<file path="config.mk">
export PLATFORM = sky130hd
export DESIGN_NAME = aes_word_loader
export DESIGN_NICKNAME = d
export VERILOG_FILES = /design/src/rtl/aes_pkg.sv /design/src/rtl/aes_word_loader.sv
export SDC_FILE = /design/constraint.sdc
export NUM_CORES = 1
export LEC_CHECK = 0
export BUFFER_PORTS_ARGS = -buffer_cell sky130_fd_sc_hd__buf_4
export CORE_MARGIN = 5
export CORE_UTILIZATION = 56
export DETAILED_ROUTE_END_ITERATION = 16
export MAX_ROUTING_LAYER = met4
export PLACE_DENSITY_LB_ADDON = 0.15
export SETUP_SLACK_MARGIN = 0.4
export SKIP_CTS_REPAIR_TIMING = 1
export SYNTH_ARGS = -nofsm -noshare
export SYNTH_HDL_FRONTEND = slang
export SYNTH_SLANG_ARGS = --single-unit
</file>
<file path="constraint.sdc">
create_clock -name clk -period 3.4 [get_ports clk]
set_clock_uncertainty 0.1 [all_clocks]
set_input_delay 0.17 -clock clk [delete_from_list [all_inputs] [get_ports clk]]
set_output_delay 0.17 -clock clk [all_outputs]
set_load 0.005 [all_outputs]
</file>
<file path="src/rtl/aes_pkg.sv">
// Shared widths, FSM state type and 32-bit word helpers for the AES stream loader.
// Word 0 is the most significant word of a block: bits [127:96].
package aes_pkg;

    localparam int AES_BLOCK_W = 128;
    localparam int AES_WORD_W  = 32;
    localparam int AES_WORDS   = 4;

    typedef enum logic [1:0] {
        LOAD,
        WAIT,
        UNLOAD
    } state_e;

    function automatic logic [AES_WORD_W-1:0] get_word(
        input logic [AES_BLOCK_W-1:0] blk,
        input logic [1:0]             idx
    );
        logic [AES_WORD_W-1:0] w;
        case (idx)
            2'd0:    w = blk[127:96];
            2'd1:    w = blk[95:64];
            2'd2:    w = blk[63:32];
            default: w = blk[31:0];
        endcase
        return w;
    endfunction

    function automatic logic [AES_BLOCK_W-1:0] put_word(
        input logic [AES_BLOCK_W-1:0] blk,
        input logic [1:0]             idx,
        input logic [AES_WORD_W-1:0]  w
    );
        logic [AES_BLOCK_W-1:0] r;
        r = blk;
        case (idx)
            2'd0:    r[127:96] = w;
            2'd1:    r[95:64]  = w;
            2'd2:    r[63:32]  = w;
            default: r[31:0]   = w;
        endcase
        return r;
    endfunction

endpackage

</file>
<file path="src/rtl/aes_word_loader.sv">
// Valid/ready front/back end for the combinational AES-128 core: gathers key and
// plaintext words, lets the core settle for SETTLE_CYCLES, then streams the result out.
module aes_word_loader
    import aes_pkg::*;
#(
    parameter int SETTLE_CYCLES = 4
) (
    input  logic                   clk,
    input  logic                   rst_n,
    input  logic                   in_valid,
    output logic                   in_ready,
    input  logic [AES_WORD_W-1:0]  in_data,
    input  logic                   in_is_key,
    output logic                   out_valid,
    input  logic                   out_ready,
    output logic [AES_WORD_W-1:0]  out_data,
    output logic                   out_last,
    output logic                   busy,
    output logic [AES_BLOCK_W-1:0] core_msg,
    output logic [AES_BLOCK_W-1:0] core_key,
    input  logic [AES_BLOCK_W-1:0] core_result
);

    localparam logic [7:0] SETTLE_LOAD = 8'(SETTLE_CYCLES - 1);

    state_e                 state_q, state_d;
    logic [1:0]             key_idx_q, key_idx_d;
    logic [2:0]             data_idx_q, data_idx_d;
    logic [1:0]             out_idx_q, out_idx_d;
    logic [7:0]             settle_cnt_q, settle_cnt_d;
    logic                   key_ok_q, key_ok_d;
    logic [AES_BLOCK_W-1:0] msg_q, msg_d;
    logic [AES_BLOCK_W-1:0] key_q, key_d;
    logic [AES_BLOCK_W-1:0] result_q, result_d;
    logic                   in_accept;

    always_ff @(posedge clk or negedge rst_n) begin
        if (!rst_n) begin
            state_q      <= LOAD;
            key_idx_q    <= '0;
            data_idx_q   <= '0;
            out_idx_q    <= '0;
            settle_cnt_q <= '0;
            key_ok_q     <= 1'b0;
            msg_q        <= '0;
            key_q        <= '0;
            result_q     <= '0;
        end else begin
            state_q      <= state_d;
            key_idx_q    <= key_idx_d;
            data_idx_q   <= data_idx_d;
            out_idx_q    <= out_idx_d;
            settle_cnt_q <= settle_cnt_d;
            key_ok_q     <= key_ok_d;
            msg_q        <= msg_d;
            key_q        <= key_d;
            result_q     <= result_d;
        end
    end

    always_comb begin
        state_d      = state_q;
        key_idx_d    = key_idx_q;
        data_idx_d   = data_idx_q;
        out_idx_d    = out_idx_q;
        settle_cnt_d = settle_cnt_q;
        key_ok_d     = key_ok_q;
        msg_d        = msg_q;
        key_d        = key_q;
        result_d     = result_q;
        in_ready     = 1'b0;
        in_accept    = 1'b0;
        out_valid    = 1'b0;
        out_last     = 1'b0;
        busy         = 1'b0;
        out_data     = get_word(result_q, out_idx_q);

        case (state_q)
            LOAD: begin
                // A full plaintext buffer only blocks data words; key words keep flowing.
                in_ready  = rst_n && (in_is_key || (data_idx_q != 3'd4));
                in_accept = in_valid && in_ready;
                if (in_accept) begin
                    if (in_is_key) begin
                        key_d     = put_word(key_q, key_idx_q, in_data);
                        key_idx_d = key_idx_q + 2'd1;
                        if (key_idx_q == 2'd0) begin
                            key_ok_d = 1'b0;
                        end else if (key_idx_q == 2'd3) begin
                            key_ok_d = 1'b1;
                        end
                    end else begin
                        msg_d      = put_word(msg_q, data_idx_q[1:0], in_data);
                        data_idx_d = data_idx_q + 3'd1;
                    end
                end
                // Decide on the next-state values so WAIT starts right after the completing word.
                if ((data_idx_d == 3'd4) && key_ok_d) begin
                    state_d      = WAIT;
                    settle_cnt_d = SETTLE_LOAD;
                end
            end

            WAIT: begin
                busy = 1'b1;
                if (settle_cnt_q == 8'd0) begin
                    result_d  = core_result;
                    out_idx_d = 2'd0;
                    state_d   = UNLOAD;
                end else begin
                    settle_cnt_d = settle_cnt_q - 8'd1;
                end
            end

            UNLOAD: begin
                busy      = 1'b1;
                out_valid = 1'b1;
                out_last  = (out_idx_q == 2'd3);
                if (out_ready) begin
                    out_idx_d = out_idx_q + 2'd1;
                    if (out_idx_q == 2'd3) begin
                        state_d    = LOAD;
                        data_idx_d = 3'd0;
                    end
                end
            end

            default: begin
                state_d = LOAD;
            end
        endcase
    end

    assign core_msg = msg_q;
    assign core_key = key_q;

endmodule
</file>
# Word level (Yosys, flattened, before mapping)
# Cells that the tools add are included.
# op_classes
n_reduce_logical	29
muxes	27
n_addsub	4
n_eq_ne	17
n_bitwise	3
# op_table
operator	n
32-bit one-hot mux with 3 select lines	1
4-bit AND reduction	9
8-bit 2-to-1 mux	2
8-bit one-hot mux with 2 select lines	1
3-bit 2-to-1 mux	5
2-bit equality test, second input constant	6
2-bit 2-to-1 mux	6
3-bit AND reduction	4
2-bit inequality test, second input constant	5
1-bit 2-to-1 mux	9
2-bit by 1-bit equality test with 1-bit output, second input constant	4
2-bit logical NOT	4
8-bit logical NOT	1
8-bit by 1-bit subtractor with 8-bit output, second input constant	1
2-bit one-hot mux with 3 select lines	1
3-bit one-hot mux with 2 select lines	1
2-bit nonzero test	3
3-bit OR reduction	2
2-bit by 1-bit adder with 2-bit output, second input constant	2
2-bit one-hot mux with 2 select lines	1
3-bit by 1-bit adder with 3-bit output, second input constant	1
3-bit equality test, second input constant	1
1-bit logical AND	3
3-bit inequality test, second input constant	1
other kinds (4)	6
# totals
out_inout_bits	292
register_bits	402
wordCells	95
in_bits	165

# Logic depth before layout (Yosys ltp)
# depth
word_depth	10
mapped_depth	9
mapped_depth_nobuf	7

# Worst setup path before layout
# No wires, ideal clock.
# synth_path
path_kind	register to register
start	register settle_cnt_q[4]
end	register result_q[117]
setup_ns	0.117
period_less_slack_ns	2.221
t_arrival_ns	2.005
path_stages_with_launch	9
required_ns	3.183
slack_ns	1.179
cell_sequence	dfrtp_1 -> or3_1 -> clkbuf_1 -> or4_1 -> buf_2 -> buf_2 -> buf_2 -> nand2_1 -> nand2_1
# synth_via
elab_chain_cells	2
# synth_lines
element	line_no	rtl
from (decl)	aes_word_loader.sv:30	logic [7:0] settle_cnt_q, settle_cnt_d;
from (signal assigned)	aes_word_loader.sv:53	settle_cnt_q <= settle_cnt_d;
8-bit logical NOT	aes_word_loader.sv:106	if (settle_cnt_q == 8'd0) begin
2-bit AND reduction (no source line)	-	
to (signal assigned)	aes_word_loader.sv:57	result_q <= result_d;
to (decl)	aes_word_loader.sv:34	logic [AES_BLOCK_W-1:0] result_q, result_d;
# No other way between the ends.
# A chain may end at the register's enable or synchronous reset.

# Worst setup path in the final report
# layout_path
start	register out_idx_q[0]
end	output out_data[9]
# layout_via
elab_chain_cells	2
elab_cells_between_ends	4
cone_classes	eq/ne (2); mux (1); reduce/logical (1)
# layout_lines
element	line_no	rtl
from (decl)	aes_word_loader.sv:29	logic [1:0] out_idx_q, out_idx_d;
from (signal assigned)	aes_word_loader.sv:52	out_idx_q <= out_idx_d;
2-bit equality test (tied with other cells)	aes_pkg.sv:20	case (idx)
32-bit one-hot mux with 3 select lines *	aes_pkg.sv:20	
to (decl)	aes_word_loader.sv:16	output logic [AES_WORD_W-1:0] out_data,
# Mark *: on every way between the ends. The rest lies on a longest branch, timed or not.

==> out/qor.txt <==
status: complete, no violations
warning count from the yosys run: 0
htree depth: 2
core area: 28,860 µm²
M1 WL: 19,150 µm
Final ANT Viol Nets: 0
HPWL after DPL: 31,610 µm
Async SR Flop Fraction: 100.0%
final cell count without fillers: 2,364
Reg2Reg Depth: 7
Worst R2R Start: state_q[1]$_DFFE_PN0P_
drc violations: 0
Lkg Pwr: 12.05 nW
DR vias: 13,401
Wirelength per Cell: 21.96 µm
Crit Path Class: reg2out
largest net degree at the start of global routing: 175
RSZ-0062 raised after global routing: no
placed cell count: 2,123
Syn Nets: 1,520
starting density of the core: 56.91%
Seq cells post-synth: 402
GRT Overall Usage: 27.72%
Num CTS Buffers: 41
worst hold path class: in2reg
PD cells: 419.7 nW/µm²
Die ar.: 32,850 µm²
TritonRoute pass-1 iters: 8
via/cell ratio: 5.669
critical path startpoint category: flop
post-route setup TNS: 0 ps
CP Capture Type: primary output
Post-Synthesis Cell Area: 16,420 µm²
nets: 2,131
clock buffer depth: 3
Syn-to-layout area delta: 41.92%
met2 WL: 26,320 µm
crit path time final: 2931 ps
slack of the worst reg-to-reg path: 580 ps
# IOs: 457
Max VDD drop: 0.0005306 V
MaxCap Viol Count: 0
Top Layer Used: met4
DR WL met3: 3470 µm
Top FF cell, synth: dfrtp_1
initial antenna violation count: 4
Die X: 181.2 µm
Final Max Tran Viols: 0
CP arrival: 2660 ps
reg2reg end: result_q[44]$_DFFE_PN0P_
Final Hold Viols: 0
fmax: 341.2 MHz
global-route wire length before repair: 70,800 µm
worst hold start: in_is_key
RD Place Congestion: 0.8632
WHS Endpoint: data_idx_q[1]$_DFFE_PN0P_
worst slew pin tran: 1019 ps
Die Y-Extent: 181.2 µm
IO Port Bufs: 456
vias in the first global route: 12,464
CTS tree: yes
Clock Pin Slew Worst Setup and Hold Paths: 60 ps
root buf cell: clkbuf_16
share of cells above drive strength 1: 41.01%
gr ovfl total: 0
Skew-Pair Late Insertion Delay: 520 ps
Mapped Cells: 1,336
Slew headroom: 32.10%
Seq/Total Area, Yosys: 61.26%
syn_area_per_cell: 12.29 µm²
Hold Path Depth: 4
CP max FO: 18
Post-synth EDFFs: 0
count of cell types in the netlist: 52
Final setup viols: 0
Rows: 62
Detailed Route WL: 51,930 µm
CP required: 3130 ps
1st-iter DRT viols: 1,156
fin crit share: 86.20%
clk sinks: 402
## registers in the layout (all words and copies together) (netlist names)
name	cells
core_key	128
core_msg	128
result_q	128
settle_cnt_q	8
data_idx_q	3
key_idx_q	2
out_idx_q	2
state_q	2
key_ok_q	1
## cells by family after synthesis
kind of cell / count (synthesis) / share of synthesized area, %
xor gates and xnor gates: 1 / 0.05334
and+or+nand+nor: 388 / 9.539
DFF: 402 / 61.26
muxes: 288 / 19.50
adders and majority gates: 19 / 1.448
buffers and inverters: 120 / 2.842
AOI/OAI and AO/OA: 118 / 5.356
## layout make-up
cell class / count / area, µm²
multi-input combinational: 814 / 5919
clock inverter: 14 / 180.2
tap: 384 / 480.5
timing repair buffer: 642 / 5315
inverter: 46 / 172.7
clock buffer: 57 / 1166
fill: 1612 / 5552
sequential: 402 / 10060
antenna: 5 / 12.51
## critical path, cell delays in order, from the launching register on
cell      delay, ps
dfrtp_1         420
inv_1           140
ha_1            520
buf_4           370
buf_4           200
a222oi_1         80
mux2i_1         240
buf_4           170
## through the flow
step	power, mW	instance area [µm²]	util, %	worst slack [ps]	hold WS, ps
finish	9.782	23310	80.76	469.3	25.50
global route	10.10	23300	80.75	366.0	28.42
CTS	9.666	21640	74.99	391.0	-659.1
detailed placement	5.178	20290	70.32	661.7	-103.4
global placement	5.177	20290	70.32	765.6	-104.8
floorplan	4.883	16420	-	1179	-225.6
## power by group
part           internal [mW]  switching (mW)  total [mW]
clock                   2.70            1.83        4.52
combinational          0.255           0.218       0.474
sequential              4.78               0        4.78
total                   7.74            2.05        9.78
## synth_stat cells (all sizes together) (4+ instances only)
cell type / number / area share, %
inv: 46 / 1.1
nand2: 342 / 7.8
nand3: 9 / 0.27
ha: 19 / 1.4
clkbuf: 36 / 0.82
nor2: 6 / 0.14
and2: 4 / 0.15
nand2b: 4 / 0.15
nor4: 5 / 0.28
mux2i: 32 / 2.0
nor3: 4 / 0.12
mux2: 256 / 18
a21oi: 7 / 0.21
a222oi: 32 / 2.0
o21ai: 43 / 1.3
buf: 38 / 0.97
dfrtp: 402 / 61
## worst max-delay path by stage
stage | start | end | slack [ps] | cells after the start
2_1_floorplan | settle_cnt_q[4]$_DFFE_PN0P_ | result_q[117]$_DFFE_PN0P_ | 1180 | 8
3_3_place_gp | state_q[0]$_DFFE_PN0P_ | core_key[29]$_DFFE_PN0P_ | 770 | 5
3_5_place_dp | state_q[0]$_DFFE_PN0P_ | core_key[8]$_DFFE_PN0P_ | 660 | 5
5_1_grt | out_idx_q[0]$_DFFE_PN0P_ | out_data[9] | 370 | 7
4_1_cts | out_idx_q[0]$_DFFE_PN0P_ | out_data[29] | 390 | 6
6_report | out_idx_q[0]$_DFFE_PN0P_ | out_data[9] | 470 | 7
## routing by layer
layer / global-route usage [%] / vias to the layer above
met5: - / -
met4: 10.12 / 0
met3: 4.866 / 213
met2: 45.72 / 706
met1: 34.76 / 6653
li1: - / 5829
## cell usage in the layout, fill, tap and decap left out, drive strengths merged, types with 32 or more instances in the layout
cell type,synthesis,routed
inv,46,48
nand2,342,342
buf,38,477
mux2i,32,32
o21ai,43,43
a222oi,32,32
clkbuf,36,57
mux2,256,256
dlygate4sd3,0,165
dfrtp,402,402
(Power assumes the default switching activity.)
